===== src/rtl/mem_rr_arbiter_pkg.sv =====
// Shared types and helpers for the dmem round-robin arbiter.
package mem_arb_pkg;
    localparam int ADR_W = 16;
    localparam int DAT_W = 16;
    localparam int C_MAX = 16;

    typedef logic [ADR_W-1:0] adr_t;
    typedef logic [DAT_W-1:0] dat_t;

    // Sized for the widest supported core count; callers keep the low C bits.
    function automatic logic [C_MAX-1:0] onehot(input logic [3:0] idx);
        logic [C_MAX-1:0] v;
        v      = '0;
        v[idx] = 1'b1;
        return v;
    endfunction
endpackage


===== src/rtl/mem_rr_arbiter_if.sv =====
// Core-side request/response bus plus the dmem port of the arbiter.
interface mem_rr_arbiter_if #(parameter int C = 8);
    import mem_arb_pkg::*;

    logic [C-1:0] req;
    logic [C-1:0] req_we;
    logic [C-1:0] req_hold;
    adr_t         req_adr  [C-1:0];
    dat_t         req_wdat [C-1:0];
    logic [C-1:0] gnt;
    logic [C-1:0] rvalid;
    dat_t         rdat;
    adr_t         mem_adr;
    dat_t         mem_wdat;
    logic         mem_we;
    dat_t         mem_rdat;

    modport slave (
        input  req, req_we, req_hold, req_adr, req_wdat, mem_rdat,
        output gnt, rvalid, rdat, mem_adr, mem_wdat, mem_we
    );

    modport master (
        output req, req_we, req_hold, req_adr, req_wdat, mem_rdat,
        input  gnt, rvalid, rdat, mem_adr, mem_wdat, mem_we
    );
endinterface


===== src/rtl/mem_rr_arbiter_rr_pick.sv =====
// Rotating-priority encoder: first set request at or after ptr, wrapping mod C.
module rr_pick #(
    parameter int C   = 8,
    parameter int IDW = $clog2(C)
) (
    input  logic [C-1:0]   req_i,
    input  logic [IDW-1:0] ptr_i,
    output logic           valid_o,
    output logic [IDW-1:0] idx_o
);
    logic [IDW-1:0] cand;

    // Scan farthest offset first so the nearest requester is the last write.
    always_comb begin
        valid_o = 1'b0;
        idx_o   = '0;
        cand    = '0;
        for (int k = C - 1; k >= 0; k--) begin
            cand = ptr_i + IDW'(k);
            if (req_i[cand]) begin
                valid_o = 1'b1;
                idx_o   = cand;
            end
        end
    end
endmodule


===== src/rtl/mem_rr_arbiter.sv =====
// Round-robin dmem arbiter with bounded bus-hold for atomic RMW sequences.
module mem_rr_arbiter
    import mem_arb_pkg::*;
#(
    parameter int C        = 8,
    parameter int IDW      = $clog2(C),
    parameter int MAX_HOLD = 4
) (
    input  logic              clk,
    input  logic              reset,
    mem_rr_arbiter_if.slave   bus
);
    typedef enum logic {HOLD_IDLE, HOLD_ACTIVE} hold_st_e;

    hold_st_e       state_q, state_d;
    logic [IDW-1:0] ptr_q, ptr_d;
    logic [IDW-1:0] owner_q, owner_d;
    logic [3:0]     hold_cnt_q, hold_cnt_d;
    logic [C-1:0]   rvalid_q, rvalid_d;

    logic             pick_vld;
    logic [IDW-1:0]   pick_idx;
    logic             hold_sel;
    logic             gnt_vld;
    logic [IDW-1:0]   winner;
    logic [C_MAX-1:0] win_oh;

    rr_pick #(.C(C), .IDW(IDW)) u_pick (
        .req_i   (bus.req),
        .ptr_i   (ptr_q),
        .valid_o (pick_vld),
        .idx_o   (pick_idx)
    );

    // ptr already sits at owner+1 during a hold, so a forced break needs no special pointer.
    assign hold_sel = (state_q == HOLD_ACTIVE) && bus.req[owner_q]
                      && (hold_cnt_q < 4'(MAX_HOLD));
    assign gnt_vld  = !reset && (hold_sel || pick_vld);
    assign winner   = hold_sel ? owner_q : pick_idx;
    assign win_oh   = onehot(4'(winner));

    always_comb begin
        bus.gnt      = '0;
        bus.mem_adr  = '0;
        bus.mem_wdat = '0;
        bus.mem_we   = 1'b0;
        if (gnt_vld) begin
            bus.gnt      = win_oh[C-1:0];
            bus.mem_adr  = bus.req_adr[winner];
            bus.mem_wdat = bus.req_wdat[winner];
            bus.mem_we   = bus.req_we[winner];
        end
    end

    assign bus.rvalid = reset ? '0 : rvalid_q;
    assign bus.rdat   = bus.mem_rdat;

    always_comb begin
        state_d    = state_q;
        ptr_d      = ptr_q;
        owner_d    = owner_q;
        hold_cnt_d = hold_cnt_q;
        rvalid_d   = '0;
        if (gnt_vld) begin
            ptr_d = winner + IDW'(1);
            if (!bus.req_we[winner]) rvalid_d = win_oh[C-1:0];
        end
        case (state_q)
            HOLD_IDLE: begin
                if (gnt_vld && bus.req_hold[winner]) begin
                    state_d    = HOLD_ACTIVE;
                    owner_d    = winner;
                    hold_cnt_d = 4'd1;
                end
            end
            HOLD_ACTIVE: begin
                if (hold_sel && bus.req_hold[owner_q]) begin
                    hold_cnt_d = hold_cnt_q + 4'd1;
                end else if (gnt_vld && bus.req_hold[winner]) begin
                    owner_d    = winner;
                    hold_cnt_d = 4'd1;
                end else begin
                    state_d    = HOLD_IDLE;
                    hold_cnt_d = '0;
                end
            end
            default: state_d = HOLD_IDLE;
        endcase
    end

    always_ff @(posedge clk) begin
        if (reset) begin
            state_q    <= HOLD_IDLE;
            ptr_q      <= '0;
            owner_q    <= '0;
            hold_cnt_q <= '0;
            rvalid_q   <= '0;
        end else begin
            state_q    <= state_d;
            ptr_q      <= ptr_d;
            owner_q    <= owner_d;
            hold_cnt_q <= hold_cnt_d;
            rvalid_q   <= rvalid_d;
        end
    end
endmodule


===== src/flat_wrapper.sv =====
// flat-port wrapper written by rule: the top's interface ports become plain ports
module mem_rr_arbiter_flat import mem_arb_pkg::*;
#(
    parameter int C        = 8,
    parameter int IDW      = $clog2(C),
    parameter int MAX_HOLD = 4
)
  (clk, reset, bus_req, bus_req_we, bus_req_hold, bus_req_adr, bus_req_wdat, bus_mem_rdat, bus_gnt, bus_rvalid, bus_rdat, bus_mem_adr, bus_mem_wdat, bus_mem_we);
  mem_rr_arbiter_if #(.C(C)) bus_i ();
  input  logic clk;
  input  logic reset;
  input wire logic [$bits(bus_i.req)-1:0] bus_req;
  input wire logic [$bits(bus_i.req_we)-1:0] bus_req_we;
  input wire logic [$bits(bus_i.req_hold)-1:0] bus_req_hold;
  input wire logic [$bits(bus_i.req_adr)-1:0] bus_req_adr;
  input wire logic [$bits(bus_i.req_wdat)-1:0] bus_req_wdat;
  input wire logic [$bits(bus_i.mem_rdat)-1:0] bus_mem_rdat;
  output wire logic [$bits(bus_i.gnt)-1:0] bus_gnt;
  output wire logic [$bits(bus_i.rvalid)-1:0] bus_rvalid;
  output wire logic [$bits(bus_i.rdat)-1:0] bus_rdat;
  output wire logic [$bits(bus_i.mem_adr)-1:0] bus_mem_adr;
  output wire logic [$bits(bus_i.mem_wdat)-1:0] bus_mem_wdat;
  output wire logic [$bits(bus_i.mem_we)-1:0] bus_mem_we;
  assign bus_i.req = bus_req;
  assign bus_i.req_we = bus_req_we;
  assign bus_i.req_hold = bus_req_hold;
  assign bus_i.req_adr = {>>{bus_req_adr}};
  assign bus_i.req_wdat = {>>{bus_req_wdat}};
  assign bus_i.mem_rdat = bus_mem_rdat;
  assign bus_gnt = bus_i.gnt;
  assign bus_rvalid = bus_i.rvalid;
  assign bus_rdat = bus_i.rdat;
  assign bus_mem_adr = bus_i.mem_adr;
  assign bus_mem_wdat = bus_i.mem_wdat;
  assign bus_mem_we = bus_i.mem_we;
  mem_rr_arbiter #(.C(C), .IDW(IDW), .MAX_HOLD(MAX_HOLD)) u_core (.clk(clk), .reset(reset), .bus(bus_i));
endmodule

===== config.mk =====
export PLATFORM = sky130hd
export DESIGN_NAME = mem_rr_arbiter_flat
export DESIGN_NICKNAME = d
export VERILOG_FILES = /design/src/rtl/mem_rr_arbiter_pkg.sv /design/src/rtl/mem_rr_arbiter_if.sv /design/src/rtl/mem_rr_arbiter_rr_pick.sv /design/src/rtl/mem_rr_arbiter.sv /design/src/flat_wrapper.sv
export SDC_FILE = /design/constraint.sdc
export NUM_CORES = 1
export LEC_CHECK = 0
export ABC_AREA = 1
export ABC_CLOCK_PERIOD_IN_PS = 5300
export CORE_AREA = 2 2 142 144
export CTS_CLUSTER_SIZE = 14
export DETAILED_ROUTE_END_ITERATION = 10
export DIE_AREA = 0 0 144 146
export HOLD_SLACK_MARGIN = 0.06
export PLACE_DENSITY_LB_ADDON = 0.3
export SETUP_SLACK_MARGIN = 0.2
export SYNTH_ARGS = -nofsm -noshare
export SYNTH_HDL_FRONTEND = slang
export SYNTH_SLANG_ARGS = --single-unit

===== constraint.sdc =====
create_clock -name clk -period 5.3 [get_ports clk]
set_clock_uncertainty 0.05 [all_clocks]
set_input_delay 1.06 -clock clk [delete_from_list [all_inputs] [get_ports clk]]
set_output_delay 1.06 -clock clk [all_outputs]
set_load 0.01 [all_outputs]

==> run_results.csv <==
group,metric,value,unit
status,status,"complete, no violations",
timing,worstMarginPinSlew,0.476,ns
layout,area_growth,93.0,%
setup_path,critical_path.max_stage_delay,0.58,ns
cts,clock_path_buffers,2,
floorplanning,placementRows,51,
worst_hold_path,min_path_type,"flop to flop",
timing,setup_tns,0,ns
global_routing,grt-busiest-layer,"met2",
setup_path,critical_path_buf_inv_count,4,
layout,fin_nets,1490,
cts,cts_root_buffer,"clkbuf_16",
routing,drcViolationCount,0,
routing,routed_via_density,4.76,
synth,synth-edff-count,0,
placement,port_buffers,330,
synth,synth_area,4310,um2
setup_path,path_max_fanout,23,
cts,numClockSinks,19,
floorplanning,core,19300,um2
setup_path,critPathKind,"primary input to primary output",
floorplanning,start_util,22.3,%
placement,place_hpwl,20100,um
synth,async_flop_share,0,%
layout,layout_commonest_cell,"nor2_1",
global_routing,grt_pass1_vias,6768,
global_routing,grtUsageMet1,29.1,%
global_routing,antenna_found_initial,2,
synth,yosysTopAreaCell,"nor2_1",
setup_path,arrival,3.89,ns
placement,gp_congestion,0.970,
global_routing,met3_usage,5.56,%
synth,synth.area.top_cells,"nor2_1, o21ai_0, a21oi_1",
setup_path,slowest_stage,"clkdlybuf4s50_1",
synth,yosysWarnings,0,
setup_path,crit_required,4.19,ns
pwr,cellPowerDensity,900,nW/um2
floorplanning,chipHeight,146,um
floorplanning,die-area,21000,um2
routing,vias,6908,
setup_path,endpoint_kind,"primary output",
routing,wl_per_cell,17.3,um
setup_path,critPathMostFrequentCell,"nand2_1",
layout,nFillCells,2091,
setup_path,cp-start-kind,"primary input",
cts,cts_buffers,3,
synth,ys_ff_latch,19,
timing,setup_viol,0,
timing,rsz0062_at_grt,"yes",
routing,dr.pass1.iters,7,
layout,fin_util,43.1,%
floorplanning,die_w,144,um
pwr,power_leakage,3.56,nW
synth,synth_cell_types,34,
layout,layout_common_cells,"nor2_1, clkdlybuf4s50_1, o21ai_0, a21oi_1, nand2_1",
global_routing,grt_usage,23.1,%
global_routing,gr-total-overflow,0,
synth,synth_top_flop_cell,"dfxtp_1",
synth,netlist_instances,863,
timing,slew_headroom,68.2,%
synth,synth-seq-area-share,8.82,%
synth,synth_top_cell_area_share,26.3,%
flow_run,cap_violations,0,
cts,clk_latency,0.25,ns
timing,finalCriticalPeriod,5.00,ns
cts,cts.clk_slew.worst_paths,0.06,ns
layout,drive_gt1_share,11.3,%
synth,synth_nets,1165,
pwr,ir_worst_vdd,472,uV
pwr,power.total,0.00749,W
cts,cts_max_level,1,
global_routing,grt_max_degree,32,
timing,hold_viol,0,
timing,timing.fmax,0.200,GHz
cts,cts_tree,"yes",
setup_path,cp_cell_sequence,"clkdlybuf4s50_1, nand2_1, nand3_1, nand3_1, nand2_2, buf_4, a21oi_1, a21boi_1, o21ai_1, nand2_1, nand2_1, nand2_2, buf_8, nor2_1, nand2_1, nor2_1, clkdlybuf4s50_1",
routing,first_iter_violations,486,
floorplanning,ios,363,
global_routing,grt_pass1_wl,38000,um
timing,fin_crit_sh,94.4,%
global_routing,use_met2,39.7,%
routing,wirelength,25200,um
synth,syn_avg_cell_area,5.00,um2
routing,antenna_left,0,
timing,slew_viol_final,0,
setup_path,cp_top_family,"buffers and inverters",
layout,n_antenna_cell,0,
layer usage:
layer | vias to the layer above | routed length (um)
met5 | - | 13
met4 | 2 | 518
met3 | 36 | 2110
met2 | 300 | 12000
met1 | 3094 | 10500
li1 | 3476 | -
through the flow:
step	instances	setup WS [ns]	hold WS (ns)	cell area [um2]
5_1_grt	1452	0.0650	0.460	8330
3_5_place_dp	1443	-0.0132	0.420	8130
3_3_place_gp	1443	-0.0140	0.415	8130
4_1_cts	1450	0.0243	0.429	8300
2_1_floorplan	863	1.31	0.406	4310
6_report	1452	0.295	0.430	8330
state kept, by name (all words and copies together) (netlist names):
register           count
u_core.state_q         1
u_core.owner_q         3
u_core.hold_cnt_q      4
u_core.rvalid_q        8
u_core.ptr_q           3
final timing paths:
check                         endpoint  slack, ns  depth (start not counted)                  from
hold / removal    u_core.hold_cnt_q[3]       0.43                          1  u_core.hold_cnt_q[3]
setup reg to reg    u_core.rvalid_q[5]       1.85                         24       u_core.ptr_q[1]
hold reg to reg   u_core.hold_cnt_q[3]       0.43                          1  u_core.hold_cnt_q[3]
setup / recovery            bus_gnt[7]       0.30                         17            bus_req[3]
where the power goes:
part | switching [W] | internal [W] | leakage [nW] | total, W
registers | 0.0000300 | 0.000185 | 0.155 | 0.000215
logic | 0.00412 | 0.00300 | 3.37 | 0.00712
clock network | 0.0000573 | 0.000102 | 0.0371 | 0.000159
cell families (layout without fill, tap and decap cells):
family	after synthesis	after routing	share of synthesized area, %
AO/OA/AOI/OAI	236	236	27.8
XOR/XNOR	4	4	0.812
adder cells (fa/ha/maj)	4	4	1.16
buffers and inverters	118	442	14.7
flip-flops	19	19	8.82
AND/OR/NAND/NOR	482	482	46.7
worst reg2reg max path, stage by stage, from the launching register on:
cell     delay [ns]
dfxtp_1        0.31
inv_2          0.18
ha_1           0.29
inv_1          0.24
nand3_1        0.19
nand3_2        0.14
nand2_2        0.07
nand2_2        0.07
nand2_1        0.05
nand2_1        0.05
nand2_1        0.04
nand2_1        0.05
nand2_1        0.06
nand2_2        0.08
nand3_4        0.10
nand2_8        0.13
buf_8          0.15
buf_16         0.16
nor2_1         0.06
o21ai_0        0.16
a21oi_1        0.10
or2_1          0.28
buf_4          0.17
nand2_2        0.12
nor2_1         0.06
Yosys cell counts (12+ instances only):
cell        n
nor2_1    302
o21ai_0    97
nand2_1    82
a21oi_1    80
o21ai_1    52
nand3_1    43
nor3_1     32
buf_4      30
inv_1      29
clkbuf_1   22
dfxtp_1    19
buf_2      16
inv_2      12
layout make-up:
| type | count | area [um2] | area share, % |
|---|---|---|---|
| clock buffer | 3 | 75.1 | 0.902 |
| sequential | 19 | 380 | 4.57 |
| inverter | 42 | 165 | 1.98 |
| timing repair buffer | 396 | 4000 | 48.0 |
| multi-input combinational | 726 | 3370 | 40.5 |
| clock inverter | 1 | 7.51 | 0.0902 |
| tap | 265 | 332 | 3.98 |
timing repair:
item                       in CTS  in global routing
gates resized for setup        38                 82
hold buffers                    0                  0
pin swaps                       1                  5
buffers inserted                1                  1
setup endpoints to repair      35                 39
cloned                          2                  1
(Power assumes the default switching activity.)
